[config.mk]
export PLATFORM = sky130hd
export DESIGN_NAME = parity_bit_generator_flat
export DESIGN_NICKNAME = d
export VERILOG_FILES = /design/src/rtl/parity_bit_generator_if.sv /design/src/rtl/parity_bit_generator.sv /design/src/flat_wrapper.sv
export SDC_FILE = /design/constraint.sdc
export NUM_CORES = 1
export LEC_CHECK = 0
export CAP_MARGIN = 20
export CORE_AREA = 2 2 39 41
export CTS_BUF_LIST = sky130_fd_sc_hd__clkbuf_16
export CTS_CLUSTER_SIZE = 10
export DETAILED_ROUTE_END_ITERATION = 12
export DIE_AREA = 0 0 41 43
export GPL_TIMING_DRIVEN = 0
export SETUP_SLACK_MARGIN = 0.4
export SLEW_MARGIN = 40
export SYNTH_ARGS = -nofsm -noshare
export SYNTH_HDL_FRONTEND = slang
export SYNTH_SLANG_ARGS = --single-unit
[constraint.sdc]
create_clock -name clk -period 1 [get_ports clk]
set_clock_uncertainty 0.2 [all_clocks]
set_input_delay 0.2 -clock clk [delete_from_list [all_inputs] [get_ports clk]]
set_output_delay 0.2 -clock clk [all_outputs]
set_load 0.1 [all_outputs]
[src/rtl/parity_bit_generator_if.sv]
// Data/parity bundle between a parity source and the generator.
// master drives data bits and in_valid; slave returns parity, codeword and ones count.
interface parity_bit_generator_if;
   logic       a;
   logic       b;
   logic       c;
   logic       d;
   logic       in_valid;
   logic       p;
   logic [4:0] codeword;
   logic [2:0] ones_count;
   logic       out_valid;

   modport master (
      output a, b, c, d, in_valid,
      input  p, codeword, ones_count, out_valid
   );

   modport slave (
      input  a, b, c, d, in_valid,
      output p, codeword, ones_count, out_valid
   );
endinterface

[src/rtl/parity_bit_generator.sv]
// 4-bit parity generator producing parity bit, 5-bit codeword and ones count.
// Latency 1 cycle when REGISTERED=1 (0 otherwise); never stalls, no back-pressure.
module parity_bit_generator #(
   parameter bit ODD_PARITY = 1'b0,
   parameter bit REGISTERED = 1'b1
) (
   input  logic                         clk,
   input  logic                         rst,
   parity_bit_generator_if.slave        bus
);

   logic [3:0] w_data;
   logic       w_p;
   logic [4:0] w_codeword;
   logic [2:0] w_ones;

   assign w_data     = {bus.a, bus.b, bus.c, bus.d};
   assign w_p        = (^w_data) ^ ODD_PARITY;
   assign w_codeword = {w_data, w_p};
   assign w_ones     = {2'b00, bus.a} + {2'b00, bus.b} + {2'b00, bus.c} + {2'b00, bus.d};

   generate
      if (REGISTERED) begin : g_reg
         logic       r_p;
         logic [4:0] r_codeword;
         logic [2:0] r_ones;
         logic       r_valid;

         // Reset p to ODD_PARITY so the all-zero codeword stays self-consistent.
         always_ff @(posedge clk or posedge rst) begin
            if (rst) begin
               r_p        <= ODD_PARITY;
               r_codeword <= {4'b0000, ODD_PARITY};
               r_ones     <= 3'd0;
               r_valid    <= 1'b0;
            end else begin
               r_p        <= w_p;
               r_codeword <= w_codeword;
               r_ones     <= w_ones;
               r_valid    <= bus.in_valid;
            end
         end

         assign bus.p          = r_p;
         assign bus.codeword   = r_codeword;
         assign bus.ones_count = r_ones;
         assign bus.out_valid  = r_valid;
      end else begin : g_comb
         logic w_unused_clk_rst;
         assign w_unused_clk_rst = clk | rst;

         assign bus.p          = w_p;
         assign bus.codeword   = w_codeword;
         assign bus.ones_count = w_ones;
         assign bus.out_valid  = bus.in_valid;
      end
   endgenerate

endmodule

[src/flat_wrapper.sv]
// flat-port wrapper written by rule: the top's interface ports become plain ports
module parity_bit_generator_flat 
#(
   parameter bit ODD_PARITY = 1'b0,
   parameter bit REGISTERED = 1'b1
)
  (clk, rst, bus_a, bus_b, bus_c, bus_d, bus_in_valid, bus_p, bus_codeword, bus_ones_count, bus_out_valid);
  parity_bit_generator_if bus_i ();
  input  logic clk;
  input  logic rst;
  input wire logic [$bits(bus_i.a)-1:0] bus_a;
  input wire logic [$bits(bus_i.b)-1:0] bus_b;
  input wire logic [$bits(bus_i.c)-1:0] bus_c;
  input wire logic [$bits(bus_i.d)-1:0] bus_d;
  input wire logic [$bits(bus_i.in_valid)-1:0] bus_in_valid;
  output wire logic [$bits(bus_i.p)-1:0] bus_p;
  output wire logic [$bits(bus_i.codeword)-1:0] bus_codeword;
  output wire logic [$bits(bus_i.ones_count)-1:0] bus_ones_count;
  output wire logic [$bits(bus_i.out_valid)-1:0] bus_out_valid;
  assign bus_i.a = bus_a;
  assign bus_i.b = bus_b;
  assign bus_i.c = bus_c;
  assign bus_i.d = bus_d;
  assign bus_i.in_valid = bus_in_valid;
  assign bus_p = bus_i.p;
  assign bus_codeword = bus_i.codeword;
  assign bus_ones_count = bus_i.ones_count;
  assign bus_out_valid = bus_i.out_valid;
  parity_bit_generator #(.ODD_PARITY(ODD_PARITY), .REGISTERED(REGISTERED)) u_core (.clk(clk), .rst(rst), .bus(bus_i));
endmodule
# == Word-level counts from Yosys, hierarchy flattened ==
# Cells that the tools add are included.
# classes
shifts,0
reduce_logical,1
n_lt_le_gt_ge,0
n_mux,0
addsub,3
n_eq_ne,0
bitwise_logic,0
n_div,0
multipliers,0
# op_table
op,n
$add 3x1->3,2
$reduce_xor 4->1,1
$add 1x1->2,1
# word_totals
regBits,10
latchBits,0
in_bits,7
ram_bits,0
elab_cells,8
memories,0
rom_bits,0

# == Logic depth before layout (Yosys ltp) ==
# logic_depth
word_depth,3
mapped_depth,3
mapped_depth_nobuf,3

# == Least setup slack after synthesis ==
# OpenSTA, ideal clock, no wires.
# synth_path
path_type,register to output
start,"register u_core.g_reg.r_codeword[0], in the netlist u_core.bus.codeword[0]"
end,output port bus_codeword[0]
required_ns,0.600
path_stages_with_launch,2
arrival_ns,1.341
setup_slack_ns,-0.741
cell_sequence,dfrtp_1 buf_4
# synth_rtl
item,line_no,rtl
"start, declared",parity_bit_generator.sv:25,logic [4:0] r_codeword;
"start signal, assigned",parity_bit_generator.sv:33,"r_codeword <= {4'b0000, ODD_PARITY};"
"start signal, assigned",parity_bit_generator.sv:38,r_codeword <= w_codeword;
"end, declared",flat_wrapper.sv:17,output wire logic [$bits(bus_i.codeword)-1:0] bus_codeword;
# No word-level cell between the ends.

==> summary.md <==
| Metric | Value |
|---|---|
| Critical path class | reg -> out |
| Total count of hold-check failures in the final report | 10 |
| Total number of clock tree sinks | 8 |
| Leading cell type by number of instances after synthesis | sky130_fd_sc_hd__dfrtp_1 |
| Fraction of synthesis flops using an asynchronous set or reset pin | 100% |
| CTS root buf | sky130_fd_sc_hd__clkbuf_16 |
| Routability congestion estimate from global placement | 0.626 |
| Final critical delay including setup and external delays | 1400 ps |
| Normalized max-slew margin | 81.6% |
| DRT Wirelength | 569 um |
| Overall via count from detail_route | 182 |
| Final standard cell count with taps included and fillers excluded | 50 |
| Horizontal die dimension | 41 um |
| Data arrival at the endpoint of the critical path | 1000 ps |
| Ys flop type | sky130_fd_sc_hd__dfrtp_1 |
| RSZ-0062 raised after global routing | yes |
| Initial cell density of the core | 19.1% |
| Startpoint type of the worst setup path | register |
| Post-route DRC | 0 |
| Number of nets produced by synthesis | 24 |
| Top cell by count, worst path | sky130_fd_sc_hd__buf_12 |
| Drt first-iter violations | 3 |
| Library cell with the largest summed area after synthesis | sky130_fd_sc_hd__dfrtp_1 |
| Ant. Diodes | 0 |
| Maximum number of pins on one net before global-route repair | 9 |
| Number of max-slew violations in the final report | 0 |
| IO Port Bufs | 16 |
| Slew at the pin closest to its max-slew limit | 278 ps |
| Total negative slack | -3430 ps |
| Die Ht | 43 um |
| Power consumption | 0.00166 W |
| Failing checks | hold timing, setup timing |
| First-pass detailed-route iteration total | 2 |
| Critical path endpoint category | output port |
| Sequential share of the synthesized area | 75.8% |
| Global-route usage over all layers | 8.55% |
| Final standard cell utilization of the core | 49.1% |
| CTS Buf Count | 3 |
| Pre-CTS worst setup slack | -918 ps |
| Leak Pwr | 0.291 nW |
| Number of synthesized register bits | 8 |
| Ratio of cells with drive above 1 in the final layout | 82.4% |
| Row count | 14 |
| CTS clock-pin slew for the worst setup and hold paths | 40 ps |
| Hold Slack | -119 ps |
| Maximum frequency from static timing analysis | 0.712 GHz |
| Synth Instances | 14 |
| IO Count | 17 |
| Largest stage delay, worst path | 490 ps |
| Post-route ant nets | 0 |
| CP Data Required Time | 600 ps |
| Number of inserted filler cells in the final layout | 124 |
| Slowest cell on the critical path | sky130_fd_sc_hd__dfrtp_4 |
| Growth of design area from synthesis to finish | 157% |
| Via density per instance | 3.64 |
| Full die area | 1760 um2 |
| Mean instance size in the synthesized netlist | 18.9 um2 |
| Yosys top cell area share | 75.8% |
| Global-route wire length before repair | 924 um |
| Detail-routed net length per standard cell | 11.4 um |
| Number of antenna violations at the first check in global routing | 0 |
| Cell-by-cell trace of the critical path | buf_12 > buf_12 |
| Number of warnings printed during yosys synthesis | 0 |
| Post-CTS setup repair buffer count | 0 |
| TritonCTS clock tree | done |
| Overflow after GRT | 0 |
| Maximum level of the CTS H-tree | 1 |
| Instance count after placement with tap cells included | 46 |
| Final setup margin | -404 ps |
| Share of the clock period used by the worst path | 140% |
| Total power divided by cell area | 2450 nW/um2 |
| Most frequent cells after synthesis | sky130_fd_sc_hd__dfrtp_1 (8), sky130_fd_sc_hd__buf_4 (2), sky130_fd_sc_hd__ha_1 (2) |
| Top area cells in the synthesized netlist | sky130_fd_sc_hd__dfrtp_1 (76%), sky130_fd_sc_hd__ha_1 (9.5%), sky130_fd_sc_hd__fa_1 (7.6%) |
| Library cells used by synthesis | 5 |
| Worst IR Drop VDD | 0.00129 V |
| Final-stage net count | 45 |
| Count of flip-flops with a built-in enable after synthesis | 0 |
| Peak fanout along the critical path | 3 |
| Area of the placeable core | 1380 um2 |
| Maximum number of buffers from clock root to sink | 2 |
| Count of endpoints failing setup in the final report | 13 |
| Total of max-cap violations | 0 |
| Cell area after synthesis | 264 um2 |
| Number of global-route vias before repair | 234 |
| Result of the run | finished with violations |
| Type of the most critical hold path | in -> reg |
==> logic make-up after synthesis <==
family / Yosys count / share of synthesized area, %
buf+inv: 3 / 7.11
fa+ha+maj: 3 / 17.1
flops: 8 / 75.8
==> area by class of cell <==
class	count	area (um2)	share of cell area (%)
well taps	16	20.0	2.95
plain buffers	2	31.3	4.60
clock inverters	1	3.75	0.552
clock buffers	3	75.1	11.0
multi-input cells	3	72.6	10.7
inverters	1	3.75	0.552
flip-flops and latches	8	226	33.3
repair buffers	16	246	36.3
==> worst max-delay path, delay by kind of cell, from the launching register on <==
family,cells,cell delay (ps)
buffers and inverters,2,280
flip-flops,1,490
==> sequential cells by signal, indices dropped and copies added (netlist names) <==
register               cells
u_core.bus.out_valid       1
u_core.bus.codeword        5
u_core.bus.ones_count      2
==> repair_timing <==
item                                   4_1_cts  5_1_grt
pin swaps                                    3        2
endpoints found under the hold margin       10       10
setup endpoints to repair                   26       13
resized for setup                           54        1
==> power breakdown <==
part / leakage, nW / switching [W] / internal [W]
Sequential: 0.0879 / 0.0000267 / 0.000366
Clock: 0.0423 / 0.000144 / 0.000519
Combinational: 0.161 / 0.000387 / 0.000222
Total: 0.291 / 0.000558 / 0.00111
==> worst paths after layout <==
path	from	endpoint	slack (ps)	cells past startpoint
max	u_core.bus.codeword[0]	bus_ones_count[0]	-400	2
min	bus_a	u_core.bus.codeword[4]	-120	1
max in group asynchronous	rst	u_core.bus.codeword[0]	440	2
min in group asynchronous	rst	u_core.bus.ones_count[2]	-20	2
==> stage by stage <==
stage,instance area [um2],hold slack (ps)
detailed placement,454,260
global route,679,-126
global placement,504,256
finish,679,-119
floorplan,324,-184
CTS,676,-118
==> layer usage <==
| metal | up-vias | track usage [%] | part of all wire (%) |
|---|---|---|---|
| met5 | - | 0 | 0 |
| met4 | 0 | 6.00 | 0 |
| met3 | 0 | 4.19 | 15 |
| met2 | 17 | 15.3 | 55 |
| met1 | 83 | 6.04 | 29 |
| li1 | 82 | - | - |
==> cells in the final DEF (no fill, tap or decap), drive strengths merged <==
cell type	netlist	routed
dlygate4sd2	0	2
clkdlybuf4s50	0	1
buf	2	14
dfrtp	8	8
fa	1	1
clkdlybuf4s15	0	1
clkbuf	0	3
ha	2	2
inv	1	2
(Power assumes the default switching activity.)
